## config.mk

```make
export PLATFORM = sky130hd
export DESIGN_NAME = ram_btop_ctrl
export DESIGN_NICKNAME = d
export VERILOG_FILES = /design/src/rtl/btop_pkg.sv /design/src/rtl/btop_burst_cnt.sv /design/src/rtl/ram_btop_ctrl.sv
export SDC_FILE = /design/constraint.sdc
export NUM_CORES = 1
export LEC_CHECK = 0
export ABC_AREA = 0
export CAP_MARGIN = 25
export CORE_AREA = 2 2 56 58
export CTS_CLUSTER_SIZE = 30
export DETAILED_ROUTE_END_ITERATION = 12
export DIE_AREA = 0 0 58 60
export PLACE_DENSITY = 0.58
export REMOVE_ABC_BUFFERS = 1
export SLEW_MARGIN = 25
export SYNTH_ARGS = -nofsm -noshare
export SYNTH_HDL_FRONTEND = slang
export SYNTH_SLANG_ARGS = --single-unit
export TNS_END_PERCENT = 50
```

## constraint.sdc

```tcl
create_clock -name clk -period 3.7 [get_ports clk]
set_clock_uncertainty 0.1 [all_clocks]
set_input_delay 0.555 -clock clk [delete_from_list [all_inputs] [get_ports clk]]
set_output_delay 0.555 -clock clk [all_outputs]
set_load 0.01 [all_outputs]
```

## src/rtl/btop_pkg.sv

```systemverilog
// Shared types and constants for the beta-top partial-sum storage controller.
// Slot geometry is derived from the code length N and the PE parallelism P.
// The quantisation width only affects the storage datapath, not this controller.
package btop_pkg;

  localparam int N        = 1024;
  localparam int P        = 64;
  localparam int WR_SLOTS = N / (4 * P);
  localparam int RD_SLOTS = 2 * WR_SLOTS;
  localparam int WR_W     = $clog2(WR_SLOTS);
  localparam int RD_W     = $clog2(RD_SLOTS);
  localparam int CNT_W    = RD_W + 1;

  typedef enum logic [1:0] {
    S_IDLE       = 2'd0,
    S_WRITE      = 2'd1,
    S_READ       = 2'd2,
    S_WR_PREEMPT = 2'd3
  } state_t;

  // Slot index of beat 'off' in a burst starting at 'base', wrapped to 'slots'.
  function automatic int unsigned slot_wrap(input int unsigned base,
                                            input int unsigned off,
                                            input int unsigned slots);
    return (base + off) % slots;
  endfunction

endpackage

```

## src/rtl/btop_burst_cnt.sv

```systemverilog
// Burst sequencer: captures start slot and length on load, counts issued beats,
// and presents the current wrapped slot plus a last-beat flag. The beat counter
// holds whenever 'beat' is low, which lets the caller freeze a burst mid-way.
module btop_burst_cnt
  import btop_pkg::*;
#(
  parameter int SLOTS = 4,
  parameter int W     = $clog2(SLOTS)
) (
  input  logic         clk,
  input  logic         rst,
  input  logic         load,
  input  logic [W-1:0] start,
  input  logic [W-1:0] len_m1,
  input  logic         beat,
  output logic [W-1:0] slot,
  output logic         last
);

  logic [W-1:0] start_q;
  logic [W-1:0] len_q;
  logic [W-1:0] idx_q;

  // Burst parameters and beat index; load restarts the burst, beat advances it.
  // NOTE: sequential state is written with <= only, so every register samples
  // the pre-edge values and block ordering cannot create races.
  always_ff @(posedge clk) begin
    if (rst) begin
      start_q <= '0;
      len_q   <= '0;
      idx_q   <= '0;
    end else if (load) begin
      start_q <= start;
      len_q   <= len_m1;
      idx_q   <= '0;
    end else if (beat) begin
      idx_q   <= idx_q + 1'b1;
    end
  end

  assign slot = W'(slot_wrap(32'(start_q), 32'(idx_q), SLOTS));
  assign last = (idx_q == len_q);

endmodule

```

## src/rtl/ram_btop_ctrl.sv

```systemverilog
// Sequencer/arbiter for the beta-top partial-sum storage of the SCAN decoder.
// Writes win over reads in IDLE; reads produce rd_valid one cycle after r_en to
// line up with the storage's registered read port.
// Optional build macro: BTOP_HAZARD_CHK_EN -- tracks per-slot validity, stalls
// reads of not-yet-written slots and lets a write preempt a stalled read.
module ram_btop_ctrl
  import btop_pkg::*;
(
  input  logic             clk,
  input  logic             rst,
  input  logic             frame_clr,
  input  logic             wr_req,
  input  logic [WR_W-1:0]  wr_start,
  input  logic [WR_W-1:0]  wr_len_m1,
  output logic             wr_ack,
  output logic             wr_done,
  input  logic             rd_req,
  input  logic [RD_W-1:0]  rd_start,
  input  logic [RD_W-1:0]  rd_len_m1,
  output logic             rd_ack,
  output logic             rd_valid,
  output logic             rd_done,
  output logic             w_en,
  output logic [CNT_W-1:0] cnta,
  output logic             r_en,
  output logic [CNT_W-1:0] cntb,
  output logic             busy
);

  state_t          state_q, state_d;
  logic            wr_load, rd_load;
  logic [WR_W-1:0] wr_slot;
  logic [RD_W-1:0] rd_slot;
  logic            wr_last, rd_last;
  logic            rd_valid_q, rd_done_q;
  logic            rd_stall;

  btop_burst_cnt #(.SLOTS(WR_SLOTS)) u_wr_cnt (
    .clk    (clk),
    .rst    (rst),
    .load   (wr_load),
    .start  (wr_start),
    .len_m1 (wr_len_m1),
    .beat   (w_en),
    .slot   (wr_slot),
    .last   (wr_last)
  );

  btop_burst_cnt #(.SLOTS(RD_SLOTS)) u_rd_cnt (
    .clk    (clk),
    .rst    (rst),
    .load   (rd_load),
    .start  (rd_start),
    .len_m1 (rd_len_m1),
    .beat   (r_en),
    .slot   (rd_slot),
    .last   (rd_last)
  );

`ifdef BTOP_HAZARD_CHK_EN
  logic [RD_SLOTS-1:0] slot_valid;
  logic [WR_SLOTS-1:0] wr_half;

  // One-hot of the slot being written; it maps onto both halves of the read space.
  always_comb begin
    wr_half          = '0;
    wr_half[wr_slot] = w_en;
  end

  // Slot validity: frame_clr wipes, a write beat sets; a coinciding write wins.
  // NOTE: rst is sampled only at the clock edge; this small flag vector must be
  // reset (unlike a data RAM) because reads are gated on it.
  always_ff @(posedge clk) begin
    if (rst) slot_valid <= '0;
    else     slot_valid <= (frame_clr ? '0 : slot_valid) | {wr_half, wr_half};
  end

  assign rd_stall = ~slot_valid[rd_slot];
`else
  logic unused_frame_clr;
  assign unused_frame_clr = frame_clr;
  assign rd_stall         = 1'b0;
`endif

  // State register.
  always_ff @(posedge clk) begin
    if (rst) state_q <= S_IDLE;
    else     state_q <= state_d;
  end

  // Next-state, arbitration and beat strobes.
  // NOTE: every output of this block gets a default first, so no path can
  // leave a signal unassigned and infer a latch.
  always_comb begin
    state_d = state_q;
    wr_ack  = 1'b0;
    rd_ack  = 1'b0;
    wr_load = 1'b0;
    rd_load = 1'b0;
    w_en    = 1'b0;
    r_en    = 1'b0;
    wr_done = 1'b0;
    unique case (state_q)
      S_IDLE: begin
        if (wr_req) begin
          wr_ack  = 1'b1;
          wr_load = 1'b1;
          state_d = S_WRITE;
        end else if (rd_req) begin
          rd_ack  = 1'b1;
          rd_load = 1'b1;
          state_d = S_READ;
        end
      end
      S_WRITE: begin
        w_en = 1'b1;
        if (wr_last) begin
          wr_done = 1'b1;
          state_d = S_IDLE;
        end
      end
      S_READ: begin
        if (rd_stall) begin
`ifdef BTOP_HAZARD_CHK_EN
          // Read pointer stays frozen; let the missing data be written now.
          if (wr_req) begin
            wr_ack  = 1'b1;
            wr_load = 1'b1;
            state_d = S_WR_PREEMPT;
          end
`endif
        end else begin
          r_en = 1'b1;
          if (rd_last) state_d = S_IDLE;
        end
      end
`ifdef BTOP_HAZARD_CHK_EN
      S_WR_PREEMPT: begin
        w_en = 1'b1;
        if (wr_last) begin
          wr_done = 1'b1;
          state_d = S_READ;
        end
      end
`endif
      default: state_d = S_IDLE;
    endcase
  end

  // Read-data strobe pipeline matching the storage's one-cycle read latency.
  always_ff @(posedge clk) begin
    if (rst) begin
      rd_valid_q <= 1'b0;
      rd_done_q  <= 1'b0;
    end else begin
      rd_valid_q <= r_en;
      rd_done_q  <= r_en & rd_last;
    end
  end

  assign rd_valid = rd_valid_q;
  assign rd_done  = rd_done_q;
  assign cnta     = w_en ? CNT_W'(wr_slot) : '0;
  assign cntb     = r_en ? CNT_W'(rd_slot) : '0;
  assign busy     = (state_q != S_IDLE);

endmodule

```

==> results of run 1 <==
## worst max path at each step
stage | endpoint | slack, ns | cells after the start
floorplan | wr_ack | 1.62 | 1
global placement | wr_ack | 0.99 | 4
detailed placement | wr_ack | 0.99 | 4
CTS | cntb[2] | 0.83 | 7
global route | cntb[2] | 0.69 | 7
finish | cntb[2] | 0.86 | 7
## worst max-delay path, stage by stage (launching register included)
cell and delay [ns]:
dfxtp_1 0.42, ha_1 0.18, inv_1 0.05, fa_1 0.37, xnor2_1 0.15, xnor2_1 0.12
nor2_1 0.08, clkdlybuf4s50_1 0.54
## power by group
group	total (uW)	switching (uW)	internal (uW)
sequential	227	11.1	216
clock	98.9	57.0	41.9
combinational	89.9	36.7	53.2
## cell usage after synthesis (2+ instances only)
library cell  instances
xor2_1                5
buf_4                 4
buf_6                 2
and2_1                4
nor2_1               13
clkbuf_1              2
inv_1                 5
xnor2_1               8
mux2i_1              11
ha_1                  3
nand3b_1              2
dfxtp_1              19
nor3_1                6
## through the flow
step                      hold WS [ns]  cell area, um2
final                            0.410            1240
after CTS                        0.419            1240
after detailed placement         0.395            1220
after global routing             0.462            1240
after floorplan                  0.360             900
after global placement           0.377            1220
## state kept, by name, summed over array words and instances, names as in the netlist
signal / count
u_rd_cnt.idx_q: 3
u_rd_cnt.len_q: 3
u_rd_cnt.start_q: 3
state_q: 2
u_wr_cnt.idx_q: 2
u_wr_cnt.len_q: 2
u_wr_cnt.start_q: 2
rd_done: 1
rd_valid: 1
## logic make-up (layout without fill, tap and decap cells)
| kind of cell | count (synthesis) | after routing | synth area share |
|---|---|---|---|
| other | 1 | 3 | 0.00394 |
| DFF | 19 | 19 | 0.399 |
| buffers and inverters | 13 | 37 | 0.0828 |
| muxes | 11 | 11 | 0.116 |
| xor gates and xnor gates | 13 | 13 | 0.120 |
| adders and majority gates | 4 | 4 | 0.0605 |
| AOI/OAI and AO/OA | 4 | 4 | 0.0329 |
| and+or+nand+nor | 31 | 31 | 0.185 |
## cell usage in the layout, fill, tap and decap left out, drive strengths merged, types with 2 or more instances in the layout
cell / n
and2: 4
buf: 2
clkbuf: 4
clkdlybuf4s50: 26
conb: 3
dfxtp: 19
ha: 3
inv: 5
mux2i: 11
nand3b: 2
nor2: 13
nor3: 6
xnor2: 8
xor2: 5
## area by class of cell
type / count / area [um2] / area share
clock buffer: 4 / 26.3 / 0.0211
inverter: 5 / 18.8 / 0.0151
multi-input combinational: 66 / 500 / 0.403
sequential: 19 / 380 / 0.306
tap: 33 / 41.3 / 0.0332
timing repair buffer: 28 / 275 / 0.222
## layer usage
metal  track usage  part of all wire  vias to the layer above  routed length (um)
li1              -                 -                      363                   -
met1         0.128              0.48                      324                 782
met5             0                 0                        -                   0
met4        0.0299             0.010                        0                  17
met3        0.0390             0.062                        2                 102
met2         0.175              0.45                       18                 743
==> flow_summary.toml, run 1 <==
[layout]
fin_util = 0.428
areaGrowthSynthToFinish_pct = 30.5
fin_nets = 142
drive_above_1_share = 0.0656
finalNonFillerCells = 155
fillers = 298
n_antenna_cell = 0

[synthesis]
synth.area.top_cells = "dfxtp_1 (40%), mux2i_1 (12%), xnor2_1 (7.4%)"
synth_seq_cells = 19
syn_inst = 96
avgSynthCellArea_um2 = 9.92
yosysWarnings = 0
yosysSeqAreaShare = 0.399
async_flop_share = 0
syn-cell-area_um2 = 952
yosys_most_used_dff = "dfxtp_1"
synth_area_leader_cell = "dfxtp_1"
synth_edf_count = 0
synth_cell_types = 25
synth_top_cell_area_share = 0.399

[setup_path]
crit_path_start_kind = "flip-flop"
critPathArrivalTime_ns = 2.19
crit_type = "flip-flop to primary output"
rrSetupSlack_ns = 2.28
cp-startpoint = "u_rd_cnt.idx_q[0]"
rr_startpoint = "state_q[1]"
timing.rr.end = "u_rd_cnt.start_q[2]"
cp-end-kind = "primary output"
crit_fanout = 4
rr_worst_depth = 4
cp.required_ns = 3.04

[clocking]
ctsHoldBuffers = 0
cts_buffers = 3
root_buffer = "clkbuf_4"
tritoncts = "done"
htree_levels = 1
cts_max_path_buffers = 2
cts_setup_buffers = 0
cts_resized = 0
clkTransAtPathRegs_ns = 0.09
insertion_delay_ns = 0.29
cts_sinks = 19

[placement]
globalplace.congestion = 0.706
portBuffers = 26
placed_cells = 151
dpl.hpwl_mm = 1.24
pre_cts_ws_ns = 0.990

[timing]
fin_ws_ns = 0.859
setup_viol = 0
relSlewSlack = 0.572
drv_slew = 0
fin_crit_sh = 0.768
min_period_ns = 2.84
tightest_slew_ns = 0.640
tns_ns = 0
rsz0062_at_grt = "false"
clock.fmax_mhz = 352
finalHoldViolations = 0

[floorplanning]
start_util = 0.328
floorplan.rows = 20
die_area_mm2 = 0.00348
ios = 31
core_area_mm2 = 0.00290
die-width_um = 58
die_y_um = 60

[drt]
viasPerCell = 4.56
drt_iter0_drc = 9
totalWireLength_mm = 1.65
first_pass_iters = 3
vias = 707
remaining_drc_errors = 0
drtAntennaViolNets = 0
wire_per_inst_um = 10.6

[global_routing]
grt_max_degree = 19
gr-total-overflow = 0
antenna_found_initial = 0
grt_usage = 0.106
grt_pass1_vias = 634
grt_pass1_wl_mm = 2.77

[hold_path]
min_from = "u_rd_cnt.start_q[1]"
holdCritPathClass = "flip-flop to flip-flop"
holdPathEnd = "u_rd_cnt.start_q[1]"
hold_depth = 2

[run_status]
status = "finished, final reports clean"

[power_and_ir_drop]
power_density_mw_per_mm2 = 335
fin_total_pwr_uw = 416
peakVddDrop_mv = 0.318
power_leakage_uw = 0.000492

[flow_run]
drv_cap = 0
Note: power is estimated with default switching activity, not from simulation.
==> run 2, diff against run 1 <==
clock period = 2.75 ns   (was 3.7 ns; I/O delays follow)
==> run 2 against run 1 <==
Combinational power is 36% higher. Worst hold slack improved by 0.00061 ns. Design area increased by 0.30%. Critical path depth shrank 2. Clock-buffer cell count unchanged. Non-clock buffer count stayed put. Sequential share of layout area about the same. Die area stayed put. Critical path type unchanged. Largest cell class unchanged. Largest power group unchanged.
==> flow_summary.toml, run 2 (synthesis results as in run 1) <==
[placement]
pre_cts_ws_ns = 0.349
placed_cells = 151
dpl.hpwl_mm = 1.28
dpl-instance-area_mm2 = 0.00122
portBuffers = 26
globalplace.congestion = 0.679

[floorplanning]
floorplan.rows = 20
ios = 31
die-width_um = 58
core_area_mm2 = 0.00290
start_util = 0.328
die_area_mm2 = 0.00348
die_y_um = 60

[layout]
fillers = 304
n_antenna_cell = 0
finalNonFillerCells = 155
top_regs = "u_rd_cnt.idx_q (3), u_rd_cnt.len_q (3), u_rd_cnt.start_q (3)"
multi_input_area_um2 = 500
areaGrowthSynthToFinish_pct = 30.9
regArea_um2 = 382
layout_common_cells = "clkdlybuf4s50_1 (25), dfxtp_1 (18), nor2_1 (13)"
layout_commonest_cell = "clkdlybuf4s50_1"
drive_above_1_share = 0.0738
final_area_mm2 = 0.00125
fin_nets = 142

[global_routing]
antenna_found_initial = 0
grt_pass1_wl_mm = 2.82
gr-total-overflow = 0
grt_pass1_vias = 674
grt_max_degree = 19
grt_usage = 0.109

[drt]
drt_iter0_drc = 7
first_pass_iters = 4
totalWireLength_mm = 1.71
remaining_drc_errors = 0
drtAntennaViolNets = 0
vias = 688
wire_per_inst_um = 11.0
viasPerCell = 4.44

[clocking]
clkTransAtPathRegs_ns = 0.10
tritoncts = "done"
cts_setup_buffers = 0
root_buffer = "clkbuf_4"
cts_buffers = 3
htree_levels = 1
insertion_delay_ns = 0.28
cts_sinks = 19
cts_max_path_buffers = 2

[hold_path]
holdCritPathClass = "flip-flop to flip-flop"
hold_depth = 2
min_from = "u_rd_cnt.start_q[0]"
holdPathEnd = "u_rd_cnt.start_q[0]"

[setup_path]
cp.required_ns = 2.24
cp-end-kind = "primary output"
rr_worst_depth = 4
rr_startpoint = "state_q[1]"
critPathArrivalTime_ns = 1.95
crit_fanout = 4
rrSetupSlack_ns = 1.27
timing.rr.end = "u_rd_cnt.start_q[2]"
crit_path_start_kind = "flip-flop"
crit_type = "flip-flop to primary output"

[timing]
min_period_ns = 2.46
tns_ns = 0
tightest_slew_ns = 0.642
rsz0062_at_grt = "false"
clock.fmax_mhz = 406
drv_slew = 0
setup_viol = 0
fin_ws_ns = 0.286
relSlewSlack = 0.570
fin_crit_sh = 0.896
finalHoldViolations = 0

[flow_run]
drv_cap = 0

[power_and_ir_drop]
fin_total_pwr_uw = 564
power_leakage_uw = 0.000512
power_density_mw_per_mm2 = 452
peakVddDrop_mv = 0.268

[run_status]
status = "finished, final reports clean"
[run 2: cell count changes in the layout (fill, tap and decap cells not counted)]
cell | before | now
dfxtp_1 | 19 | 18
clkdlybuf4s50_1 | 26 | 25
dfxtp_2 | 0 | 1
dlymetal6s2s_1 | 0 | 1
[run 2: power by group]
group | internal [uW] | total [uW] | leakage [uW] | switching (uW)
sequential | 290 | 305 | 0.000155 | 14.7
combinational | 71.7 | 122 | 0.000341 | 49.9
clock | 56.3 | 137 | 0.0000150 | 80.8
[run 2: cell type report]
type / instances / share of cell area
Sequential cell: 19 / 0.306
Timing Repair Buffer: 28 / 0.223
Tap cell: 33 / 0.0331
Inverter: 5 / 0.0151
Clock buffer: 4 / 0.0211
Multi-Input combinational cell: 66 / 0.402
[run 2: how the worst max path moves through the flow]
stage / start / slack [ns] / end / cells past startpoint
floorplan: u_rd_cnt.idx_q[0] / 0.87 / cntb[2] / 6
global placement: wr_req / 0.35 / wr_ack / 3
detailed placement: wr_req / 0.35 / wr_ack / 3
CTS: u_rd_cnt.idx_q[0] / 0.02 / cntb[2] / 7
global route: u_rd_cnt.idx_q[0] / 0.18 / cntb[1] / 5
finish: u_rd_cnt.idx_q[0] / 0.29 / cntb[1] / 5
[run 2: what timing repair did]
action / in CTS / in global routing
endpoints found under the hold margin: 0 / 0
setup endpoints to repair: 0 / 1
gates resized for setup: 0 / 2
hold buffers: 0 / 0
[run 2: per-stage QoR]
| stage | hold slack [ns] | utilization |
|---|---|---|
| 2_1_floorplan | 0.360 | - |
| 3_3_place_gp | 0.378 | 0.419 |
| 3_5_place_dp | 0.398 | 0.419 |
| 4_1_cts | 0.424 | 0.428 |
| 5_1_grt | 0.463 | 0.429 |
| 6_report | 0.411 | 0.429 |
[run 2: worst max-delay path, cell delays in order (launching register included)]
cell             delay [ns]
dfxtp_2                0.36
ha_1                   0.19
inv_1                  0.07
fa_1                   0.41
nor2_1                 0.10
clkdlybuf4s50_1        0.54
[run 2: layer usage]
metal  wire (um)  part of all wire  global-route usage  vias to the layer above
li1            -                 -                   -                      360
met1         844              0.50               0.136                      311
met3          90             0.053              0.0216                        2
met5           0                 0                   0                        -
met4          17             0.010              0.0598                        0
met2         752              0.44               0.175                       15
==> run 3, diff against run 2 <==
CORE_AREA = 2 2 40 79   (was 2 2 56 58)
DIE_AREA = 0 0 42 81   (was 0 0 58 60)
GPL_ROUTABILITY_DRIVEN = 0   (was default)
PLACE_DENSITY = 0.59   (was 0.58)
SKIP_LAST_GASP = 1   (was default)
==> run 3 against run 2 <==
First-iteration DRC count up 57%. Register-to-register slack about the same. Die area down 2.2%. Clock power up 39%. Critical path depth unchanged. Maximum frequency up 0.88%. Utilization up 1.8 points. Critical endpoint unchanged. Largest cell class unchanged. Largest power group unchanged.
==> flow_summary.toml, run 3 (synthesis results as in run 1) <==
[layout]
fin_nets = 142
final_area_mm2 = 0.00127
n_antenna_cell = 0
areaGrowthSynthToFinish_pct = 33.2
finalNonFillerCells = 152
layout_common_cells = "clkdlybuf4s50_1 (25), dfxtp_1 (18), nor2_1 (13)"
top_regs = "u_rd_cnt.idx_q (3), u_rd_cnt.len_q (3), u_rd_cnt.start_q (3)"
drive_above_1_share = 0.0820
layout_commonest_cell = "clkdlybuf4s50_1"

[clocking]
tritoncts = "done"
cts_max_path_buffers = 2
htree_levels = 1
insertion_delay_ns = 0.25
clkTransAtPathRegs_ns = 0.07
root_buffer = "clkbuf_8"
cts_sinks = 19
cts_buffers = 3
ctsHoldBuffers = 0

[timing]
relSlewSlack = 0.558
finalHoldViolations = 0
tns_ns = 0
rsz0062_at_grt = "false"
tightest_slew_ns = 0.661
drv_slew = 0
clock.fmax_mhz = 409
fin_crit_sh = 0.888
min_period_ns = 2.44
whs_ns = 0.396
setup_viol = 0

[setup_path]
cp-end-kind = "primary output"
crit_path_start_kind = "flip-flop"
max_stage_delay_ns = 0.54
crit_buf_inv = 2
path_cells = "ha_1 > inv_1 > fa_1 > nor2_1 > clkdlybuf4s50_1"
critPathArrivalTime_ns = 1.93
slowest_stage = "clkdlybuf4s50_1"
crit_fanout = 4
cp_top_family = "adder cells"
cp.required_ns = 2.24
crit_type = "flip-flop to primary output"

[power_and_ir_drop]
fin_total_pwr_uw = 617
peakVddDrop_mv = 0.294
power_density_mw_per_mm2 = 487
power_leakage_uw = 0.000528

[floorplanning]
ios = 31
die_y_um = 81
start_util = 0.336
die-width_um = 42
die_area_mm2 = 0.00340
floorplan.rows = 28
core_area_mm2 = 0.00284

[global_routing]
grt_max_degree = 19
grt_usage = 0.108
grt_pass1_wl_mm = 2.82
gr-total-overflow = 0
antenna_found_initial = 0
grt_pass1_vias = 675

[drt]
wl_met3_um = 76
wire_per_inst_um = 11.0
viasPerCell = 4.57
wl_met2_um = 854
m1WireLength_um = 720
top_layer_used = "met4"
vias = 694
remaining_drc_errors = 0
totalWireLength_mm = 1.67
first_pass_iters = 2
drt_iter0_drc = 11
drtAntennaViolNets = 0

[placement]
dpl-instance-area_mm2 = 0.00121
placed_cells = 148
dpl.hpwl_mm = 1.27
portBuffers = 26

[hold_path]
holdCritPathClass = "flip-flop to flip-flop"

[flow_run]
drv_cap = 0

[run_status]
status = "finished, final reports clean"
[run 3: changes by cell type in the layout (fill, tap and decap cells not counted)]
cell	previous run	this run
clkbuf_4	3	0
clkbuf_8	0	3
xnor2_1	8	7
xnor2_2	0	1
[run 3: area by class of cell]
| class | instances | area [um2] |
|---|---|---|
| Tap cell | 30 | 37.5 |
| Timing Repair Buffer | 28 | 278 |
| Sequential cell | 19 | 382 |
| Fill cell | 297 | 1570 |
| Inverter | 5 | 18.8 |
| Clock buffer | 4 | 45.0 |
| Multi-Input combinational cell | 66 | 508 |
[run 3: routing by layer]
metal | vias to the layer above | track usage
li1 | 355 | -
met1 | 322 | 0.116
met2 | 15 | 0.189
met3 | 2 | 0.0222
met4 | 0 | 0.0677
met5 | - | 0
[run 3: power by group]
part / switching [uW] / total [uW] / leakage, uW / internal (uW)
sequential: 14.9 / 306 / 0.000155 / 291
clock: 87.8 / 191 / 0.0000228 / 103
combinational: 49.1 / 121 / 0.000350 / 72.1
total: 152 / 617 / 0.000528 / 466
[run 3: worst register-to-register path: cells and delay by family, from the launching register on]
kind                   cells  cell delay, ns
buffers and inverters      1            0.25
flip-flops                 1            0.40
AND/OR/NAND/NOR            2            0.41
multiplexers               1            0.21
[run 3: through the flow]
step           setup slack [ns]  utilization
3_3_place_gp              0.279        0.427
5_1_grt                   0.224        0.447
2_1_floorplan             0.875            -
3_5_place_dp              0.306        0.427
4_1_cts                 0.00954        0.443
6_report                  0.307        0.447
[run 3: what timing repair did]
item                                   in CTS  in global routing
endpoints found under the hold margin       0                  0
setup buffers                               0                  0
resized for setup                           0                  3
setup endpoints to repair                   0                  1
[run 3: final timing paths]
kind                                     startpoint                  end  slack [ns]  cells past startpoint
worst max-delay path              u_rd_cnt.idx_q[0]              cntb[1]        0.31                      5
worst min-delay path            u_rd_cnt.start_q[1]  u_rd_cnt.start_q[1]        0.40                      2
worst max register to register           state_q[1]  u_rd_cnt.start_q[0]        1.26                      4
worst min register to register  u_rd_cnt.start_q[1]  u_rd_cnt.start_q[1]        0.40                      2
